==> config.mk <==
export PLATFORM = sky130hd
export DESIGN_NAME = sys_ctrl_tx
export DESIGN_NICKNAME = d
export VERILOG_FILES = /design/src/rtl/sys_ctrl_tx.sv
export SDC_FILE = /design/constraint.sdc
export NUM_CORES = 1
export LEC_CHECK = 0
export CORE_MARGIN = 3
export CORE_UTILIZATION = 40
export CTS_CLUSTER_DIAMETER = 120
export CTS_CLUSTER_SIZE = 24
export DETAILED_ROUTE_END_ITERATION = 8
export SLEW_MARGIN = 10
export SYNTH_ARGS = -nofsm -noshare
export SYNTH_HDL_FRONTEND = slang
export SYNTH_SLANG_ARGS = --single-unit
==> constraint.sdc <==
create_clock -name CLK -period 1.9 [get_ports CLK]
set_clock_uncertainty 0.2 [all_clocks]
set_input_delay 0.38 -clock CLK [delete_from_list [all_inputs] [get_ports CLK]]
set_output_delay 0.38 -clock CLK [all_outputs]
set_load 0.005 [all_outputs]
==> src/rtl/sys_ctrl_tx.sv <==
// Transmit-side system controller: buffers one RF byte and one ALU result,
// then serializes them (ALU first, LSB then MSB) over a valid/ready byte link.
module sys_ctrl_tx #(
   parameter int data_Width = 8
) (
   input  logic                    CLK,
   input  logic                    RST,
   input  logic                    UART_RF_SEND,
   input  logic [data_Width-1:0]   UART_SEND_RF_DATA,
   input  logic                    UART_ALU_SEND,
   input  logic [2*data_Width-1:0] UART_SEND_ALU_DATA,
   input  logic                    TX_READY,
   output logic [data_Width-1:0]   TX_P_DATA,
   output logic                    TX_D_VLD,
   output logic                    CTRL_TX_BUSY,
   output logic                    TX_OVERRUN
);

   typedef enum logic [1:0] {
      IDLE    = 2'd0,
      RF_BYTE = 2'd1,
      ALU_LSB = 2'd2,
      ALU_MSB = 2'd3
   } state_t;

   state_t                    state, state_nxt;
   logic                      rf_pend, alu_pend;
   logic [data_Width-1:0]     rf_buf;
   logic [2*data_Width-1:0]   alu_buf;
   logic [data_Width-1:0]     msb_hold;
   logic [data_Width-1:0]     data_nxt;
   logic                      vld_nxt;
   logic                      xfer, alu_take, rf_take;

   assign xfer     = TX_D_VLD & TX_READY;
   assign alu_take = (state == IDLE) & alu_pend;
   assign rf_take  = (state == IDLE) & ~alu_pend & rf_pend;

   assign CTRL_TX_BUSY = (state != IDLE) | rf_pend | alu_pend;

   // NOTE: every output of this block gets a default first, so no path can
   // leave a variable unassigned and infer a latch.
   always_comb begin
      state_nxt = state;
      data_nxt  = TX_P_DATA;
      vld_nxt   = TX_D_VLD;
      case (state)
         IDLE: begin
            if (alu_pend) begin
               data_nxt  = alu_buf[data_Width-1:0];
               vld_nxt   = 1'b1;
               state_nxt = ALU_LSB;
            end else if (rf_pend) begin
               data_nxt  = rf_buf;
               vld_nxt   = 1'b1;
               state_nxt = RF_BYTE;
            end else begin
               vld_nxt   = 1'b0;
            end
         end
         RF_BYTE: if (xfer) begin
            vld_nxt   = 1'b0;
            state_nxt = IDLE;
         end
         ALU_LSB: if (xfer) begin
            // MSB comes from the hold copy so a fresh ALU strobe cannot corrupt it.
            data_nxt  = msb_hold;
            vld_nxt   = 1'b1;
            state_nxt = ALU_MSB;
         end
         ALU_MSB: if (xfer) begin
            vld_nxt   = 1'b0;
            state_nxt = IDLE;
         end
         default: begin
            vld_nxt   = 1'b0;
            state_nxt = IDLE;
         end
      endcase
   end

   // NOTE: sequential state uses non-blocking assignments so every register
   // samples pre-edge values regardless of statement order.
   always_ff @(posedge CLK or negedge RST) begin
      if (!RST) begin
         state     <= IDLE;
         TX_P_DATA <= '0;
         TX_D_VLD  <= 1'b0;
         msb_hold  <= '0;
      end else begin
         state     <= state_nxt;
         TX_P_DATA <= data_nxt;
         TX_D_VLD  <= vld_nxt;
         if (alu_take)
            msb_hold <= alu_buf[2*data_Width-1:data_Width];
      end
   end

   // A strobe in the consuming cycle wins over the clear: old value leaves, new one stays pending.
   always_ff @(posedge CLK or negedge RST) begin
      if (!RST) begin
         rf_pend    <= 1'b0;
         rf_buf     <= '0;
         alu_pend   <= 1'b0;
         alu_buf    <= '0;
         TX_OVERRUN <= 1'b0;
      end else begin
         TX_OVERRUN <= (UART_RF_SEND  & rf_pend  & ~rf_take) |
                       (UART_ALU_SEND & alu_pend & ~alu_take);
         if (UART_RF_SEND) begin
            rf_pend <= 1'b1;
            rf_buf  <= UART_SEND_RF_DATA;
         end else if (rf_take) begin
            rf_pend <= 1'b0;
         end
         if (UART_ALU_SEND) begin
            alu_pend <= 1'b1;
            alu_buf  <= UART_SEND_ALU_DATA;
         end else if (alu_take) begin
            alu_pend <= 1'b0;
         end
      end
   end

endmodule

==> metrics.md, run 1 <==
| Metric | Value |
|---|---|
| Mean Syn Cell Area | `15.2 µm²` |
| WS Path Type | `register to primary output` |
| Commonest non-fill, non-tap cell in the layout | `mux2_2` |
| Fraction of layout cells with a size suffix above 1 | `45.2%` |
| Routed vias | `1222` |
| Core box area | `0.00479 mm²` |
| Starting density of the core | `42.0%` |
| Congestion Overflow GR | `0` |
| Rel. slew slack | `69.1%` |
| Rows | `25` |
| Unrepaired setup endpoints after global routing | `yes` |
| RePlAce Congestion | `0.694` |
| Nets@finish | `216` |
| GRT Util Overall | `15.5%` |
| CTS tree | `built` |
| Die H | `76.9 µm` |
| Largest net degree at the start of global routing | `29` |
| Buffers on Ports | `39` |
| Main synth FF type | `dfrtp_1` |
| Cell Area, Synth | `0.00201 mm²` |
| Setup ws final | `-0.0366 ns` |
| Clk buf depth | `2` |
| Critical Path Sink Type | `primary output` |
| Vias in the first global route | `1383` |
| Final Core Density | `55.6%` |
| Clock latency on the worst-skew pair | `0.30 ns` |
| Synthesized Nets | `161` |
| Slowest stage delay, CP | `0.38 ns` |
| Synth warn | `0` |
| Syn Inst Count | `132` |
| Die W | `76.9 µm` |
| Crit path max fanout | `2` |
| Final setup fails | `1` |
| Final Hold Fails | `0` |
| Clock Sinks | `46` |
| Fin Setup TNS | `-0.0366 ns` |
| Final period util | `102%` |
| Netlist cell types | `23` |
| CP Data Required Time | `1.32 ns` |
| Hold Crit Class | `register to register` |
| Critical Path AT | `1.36 ns` |
| Slew Limit Fails | `0` |
| First-pass GRT wire length | `7000 µm` |
| Clock root buffer | `clkbuf_8` |
| Drt drc | `0` |
| Final Power | `3.04 mW` |
| Clock-pin slew on the worst setup and hold paths | `0.08 ns` |
| Wire per inst | `15.9 µm` |
| Post-DR vias/cell | `4.79` |
| Ports | `40` |
| Worst-margin pin slew | `0.464 ns` |
| CP cell instances | `or2_4 > or3_1 > buf_2` |
| Worst IR Drop VDD | `0.000570 V` |
| Final Instance Area | `0.00266 mm²` |
| Full die area | `0.00592 mm²` |
| DR pass1 iterations | `4` |
| Layout area overhead | `32.3%` |
| H-tree levels | `2` |
| Pwr Density | `1140 mW/mm²` |
| Synth Register Bits | `46` |
| Antenna-violating nets left | `0` |
| Max-cap violations | `0` |
| Final WL | `4050 µm` |
| Crit start category | `register` |
| CTS buffer count | `5` |
| Most frequent cells in the layout | `mux2_2 (50), dfrtp_1 (46), clkdlybuf4s50_1 (37)` |
| Highest-delay cell along the critical path | `dfrtp_1` |
| Placed inst area | `0.00256 mm²` |
| Asr flop ratio synth | `100%` |
| DR iter-0 viols | `40` |
| Leak | `1.15 nW` |
| EDFF count, synth | `0` |
| Placed wire-length estimate | `3020 µm` |
| Violated checks | `negative setup slack` |
| Min Hold Slack | `0.306 ns` |
| Initial antenna violation count | `0` |
| Max Freq | `0.516 GHz` |
| Seq/Total Area, Yosys | `57.2%` |
| Tmin final | `1.94 ns` |
| Status | `finished with violations` |
| Ant diodes | `0` |
state kept, by name (all words and copies together), names as in the netlist:
register / cells
TX_P_DATA: 8
rf_buf: 8
alu_pend: 1
TX_D_VLD: 1
msb_hold: 8
state: 2
alu_buf: 16
rf_pend: 1
TX_OVERRUN: 1
cells in the mapped netlist, drive strengths merged, types with 2 or more instances:
| master | instances | area [µm²] |
|---|---|---|
| o21ai | 3 | 15.0 |
| clkbuf | 2 | 7.51 |
| mux2 | 56 | 653 |
| nand2 | 3 | 11.3 |
| buf | 5 | 47.5 |
| dfrtp | 46 | 1150 |
| nor2 | 3 | 18.8 |
| inv | 3 | 11.3 |
where the power goes:
group | internal [mW] | switching [mW] | total, mW | leakage (nW)
Sequential | 1.22 | 0.141 | 1.36 | 0.542
Clock | 0.294 | 0.318 | 0.611 | 0.0482
Combinational | 0.707 | 0.360 | 1.07 | 0.557
Total | 2.22 | 0.819 | 3.04 | 1.15
metrics by stage:
stage | worst slack [ns] | instances
final | -0.0366 | 255
after CTS | -0.0499 | 255
after detailed placement | -0.160 | 245
after global placement | -0.170 | 245
after global routing | -0.115 | 255
after floorplan | 0.144 | 132
metal layers:
metal / up-vias / GRT usage (%) / share of wire, %
met3: 6 / 5.16 / 4.5
met4: 0 / 5.43 / 1.7
met2: 27 / 25.7 / 51
li1: 577 / - / -
met1: 612 / 18.8 / 43
met5: - / 0 / 0
cell type report:
cell class              count  area [µm²]
well taps                  67        83.8
clock buffers               7        86.3
fillers                   419        2120
clock inverters             1        5.00
flip-flops and latches     46        1150
inverters                   3        11.3
multi-input cells          76         797
repair buffers             55         528
logic make-up after synthesis:
kind of cell           Yosys count  share of synthesized area [%]
multiplexers                    57                           33.0
AO/OA/AOI/OAI                    8                           3.36
buffers and inverters           10                           3.30
AND/OR/NAND/NOR                 11                           3.17
flip-flops                      46                           57.2
repair_timing:
item	4_1_cts	5_1_grt
endpoints found under the hold margin	18	0
endpoints found under the setup margin	1	1
pin swaps	0	0
buffers inserted	1	0
hold buffers	1	0
gates resized for setup	5	0
worst max-delay path, delay by kind of cell, from the launching register on:
family / cells / cell delay (ns)
AND/OR/NAND/NOR: 2 / 0.55
flip-flops: 1 / 0.38
buffers and inverters: 1 / 0.13
worst paths after layout:
| kind | to | slack (ns) | start | cells past startpoint |
|---|---|---|---|---|
| worst max-delay path | CTRL_TX_BUSY | -0.04 | state[0] | 3 |
| worst min-delay path | msb_hold[1] | 0.31 | alu_buf[9] | 1 |
| worst max register to register | TX_P_DATA[7] | 0.08 | state[0] | 6 |
| worst min register to register | msb_hold[1] | 0.31 | alu_buf[9] | 1 |
| max in group asynchronous | alu_buf[1] | 0.64 | RST | 3 |
| min in group asynchronous | alu_buf[4] | 0.36 | RST | 2 |
Power figures use the tool's default switching activity.
==> inputs of run 2 (changes only) <==
Settings changed: GPL_TIMING_DRIVEN from default to 0.
Clock period 1.9 ns to 2.2 ns, I/O delays scaled along.
==> run 2 against run 1 <==
  * Sequential cell count unchanged
  * Die area unchanged
  * Clock power decreased by 22%
  * Cell area decreased by 2.2%
  * The run now ends clean
  * Wire length decreased by 2.6%
  * Via count decreased by 2.0%
  * Hold slack improved by 0.0011 ns
  * Setup slack improved by 0.11 ns
  * Critical path depth increased by 1
==> metrics.md, run 2 (synthesized netlist as in run 1, its figures left out) <==
| Metric | Value |
|---|---|
| Status | `finished, final reports clean` |
| Commonest non-fill, non-tap cell in the layout | `mux2_2` |
| Worst IR Drop VDD | `0.000524 V (-8.1%)` |
| Reg area | `0.00115 mm² (+0.11%)` |
| CP Data Required Time | `2.18 ns (+0.86 ns)` |
| Non-Filler Instances | `249 (-2.4%)` |
| Max Freq | `0.471 GHz` |
| WS Path Type | `primary input to register` |
| Pwr Density | `974 mW/mm² (-15%)` |
| Min Hold Slack | `0.307 ns (+0.00115 ns)` |
| Slew Limit Fails | `0 (unchanged)` |
| Fin Setup TNS | `0 ns (+0.0366 ns)` |
| Final Power | `2.54 mW (-17%)` |
| CP Launch Point | `TX_READY` |
| Rows | `25 (unchanged)` |
| Dpl cells | `237 (-3.3%)` |
| Die H | `76.9 µm (unchanged)` |
| Final period util | `96.5%` |
| Unrepaired setup endpoints after global routing | `no` |
| Most frequent cells in the layout | `mux2_2 (50), dfrtp_1 (45), clkdlybuf4s50_1 (35)` |
| Final WL | `3940 µm (-2.6%)` |
| Placed inst area | `0.00248 mm² (-2.9%)` |
| Wire per inst | `15.8 µm (-0.30%)` |
| CTS tree | `built` |
| Clock-pin slew on the worst setup and hold paths | `0.07 ns (about the same)` |
| Fillers | `411 (-1.9%)` |
| Hold Path End | `alu_buf[0]` |
| Clk buf depth | `2 (unchanged)` |
| Full die area | `0.00592 mm² (unchanged)` |
| Layout area overhead | `29.4%` |
| CP cell instances | `clkdlybuf4s50_1 > nand2_1 > a211oi_4 > mux2_2` |
| CTS buffer count | `5 (unchanged)` |
| Initial antenna violation count | `0 (unchanged)` |
| Reg2reg start | `alu_pend` |
| Slowest stage delay, CP | `0.63 ns (+0.25 ns)` |
| Congestion Overflow GR | `0 (unchanged)` |
| Buffers on Ports | `37 (-5.1%)` |
| Post-DR vias/cell | `4.81 (+0.40%)` |
| Highest-delay cell along the critical path | `a211oi_4` |
| Tmin final | `2.12 ns` |
| Final setup fails | `0 (-1)` |
| Hold Crit Depth | `1 (unchanged)` |
| Clock root buffer | `clkbuf_8` |
| Hold Crit Class | `register to register` |
| Routed vias | `1198 (-2.0%)` |
| Multi-input logic area | `797 µm² (unchanged)` |
| Clock latency on the worst-skew pair | `0.29 ns (about the same)` |
| Final Instance Area | `0.00260 mm² (-2.2%)` |
| Pre-CTS setup slack | `-0.236 ns (-0.0761 ns)` |
| Rel. slew slack | `55.6% (-14 points)` |
| CP top delay family | `compound AO/OA/AOI/OAI gates` |
| Setup ws final | `0.0781 ns (+0.115 ns)` |
| Crit path max fanout | `8 (+6)` |
| Leak | `1.11 nW (-3.3%)` |
| Antenna-violating nets left | `0 (unchanged)` |
| DR pass1 iterations | `4 (unchanged)` |
| DR iter-0 viols | `56 (+40%)` |
| Crit path buf inv count | `1 (unchanged)` |
| GRT Util Overall | `14.6% (-0.90 points)` |
| First-pass GRT wire length | `6640 µm (-5.1%)` |
| Max reg flops | `16 (unchanged)` |
| Biggest register | `alu_buf` |
| Fraction of layout cells with a size suffix above 1 | `42.9% (-2.4 points)` |
| Starting density of the core | `42.0% (unchanged)` |
| Crit start category | `primary input` |
| Largest net degree at the start of global routing | `38 (+31%)` |
| Ports | `40 (unchanged)` |
| H-tree levels | `2 (unchanged)` |
| Vias in the first global route | `1305 (-5.6%)` |
| Placed wire-length estimate | `2750 µm (-8.9%)` |
| Ant diodes | `0 (unchanged)` |
| Critical Path Sink Type | `register` |
| R2r endpoint | `TX_P_DATA[5]` |
| Final Core Density | `54.4% (-1.2 points)` |
| Nets@finish | `211 (-2.3%)` |
| Clock Sinks | `46 (unchanged)` |
| Hold Startpoint | `alu_buf[0]` |
| Worst-margin pin slew | `0.664 ns (+0.201 ns)` |
| Drt drc | `0 (unchanged)` |
| Final Hold Fails | `0 (unchanged)` |
| Core box area | `0.00479 mm² (unchanged)` |
| Max-cap violations | `0 (unchanged)` |
| RePlAce Congestion | `0.697 (+0.46%)` |
| Critical Path AT | `2.10 ns (+0.74 ns)` |
| R2R Setup Slk | `0.20 ns (+0.12 ns)` |
| FF-to-FF path depth | `5 (-1)` |
| Die W | `76.9 µm (unchanged)` |
run 2: cell count changes in the layout (fill, tap and decap cells not counted), moves of 2 or more:
cell | before | now
buf_6 | 0 | 2
clkbuf_1 | 1 | 4
clkdlybuf4s50_1 | 37 | 35
buf_4 | 13 | 5
run 2: how the worst max path moves through the flow:
stage,slack [ns],endpoint,cells after the start
floorplan,0.38,CTRL_TX_BUSY,3
global placement,-0.76,alu_buf[15],1
CTS,0.006,CTRL_TX_BUSY,3
finish,0.08,TX_P_DATA[5],4
global route,0.01,TX_P_DATA[1],4
detailed placement,-0.24,TX_P_DATA[5],4
run 2: cell type report:
class,count,share of cell area (%)
well taps,67,3.22
clock buffers,7,2.93
multi-input cells,76,30.6
repair buffers,44,16.6
flip-flops and latches,46,44.3
plain buffers,6,1.92
inverters,3,0.432
run 2: repair_timing:
| item | CTS | global route |
|---|---|---|
| pin swaps | 0 | 2 |
| setup buffers | 3 | 2 |
| gates resized for setup | 3 | 1 |
| hold buffers | 1 | 0 |
| setup endpoints to repair | 1 | 6 |
| hold endpoints to repair | 9 | 0 |
run 2: report_power, final:
group,switching [mW],internal [mW]
registers,0.104,1.05
logic,0.311,0.591
clock network,0.256,0.219
total,0.672,1.86
run 2: layer usage:
layer  share of wire [%]  wire [µm]  global-route usage [%]
met1                  45       1780                    18.8
met2                  49       1940                    23.6
met3                 4.1        162                    4.46
met4                 1.4         55                    4.53
met5                   0          0                       0
==> inputs of run 3 (changes only) <==
Settings changed: HOLD_SLACK_MARGIN from default to 0.15.
==> results of run 3 <==
Same layout as run 2: the final DEF is identical, and so are final timing and power.
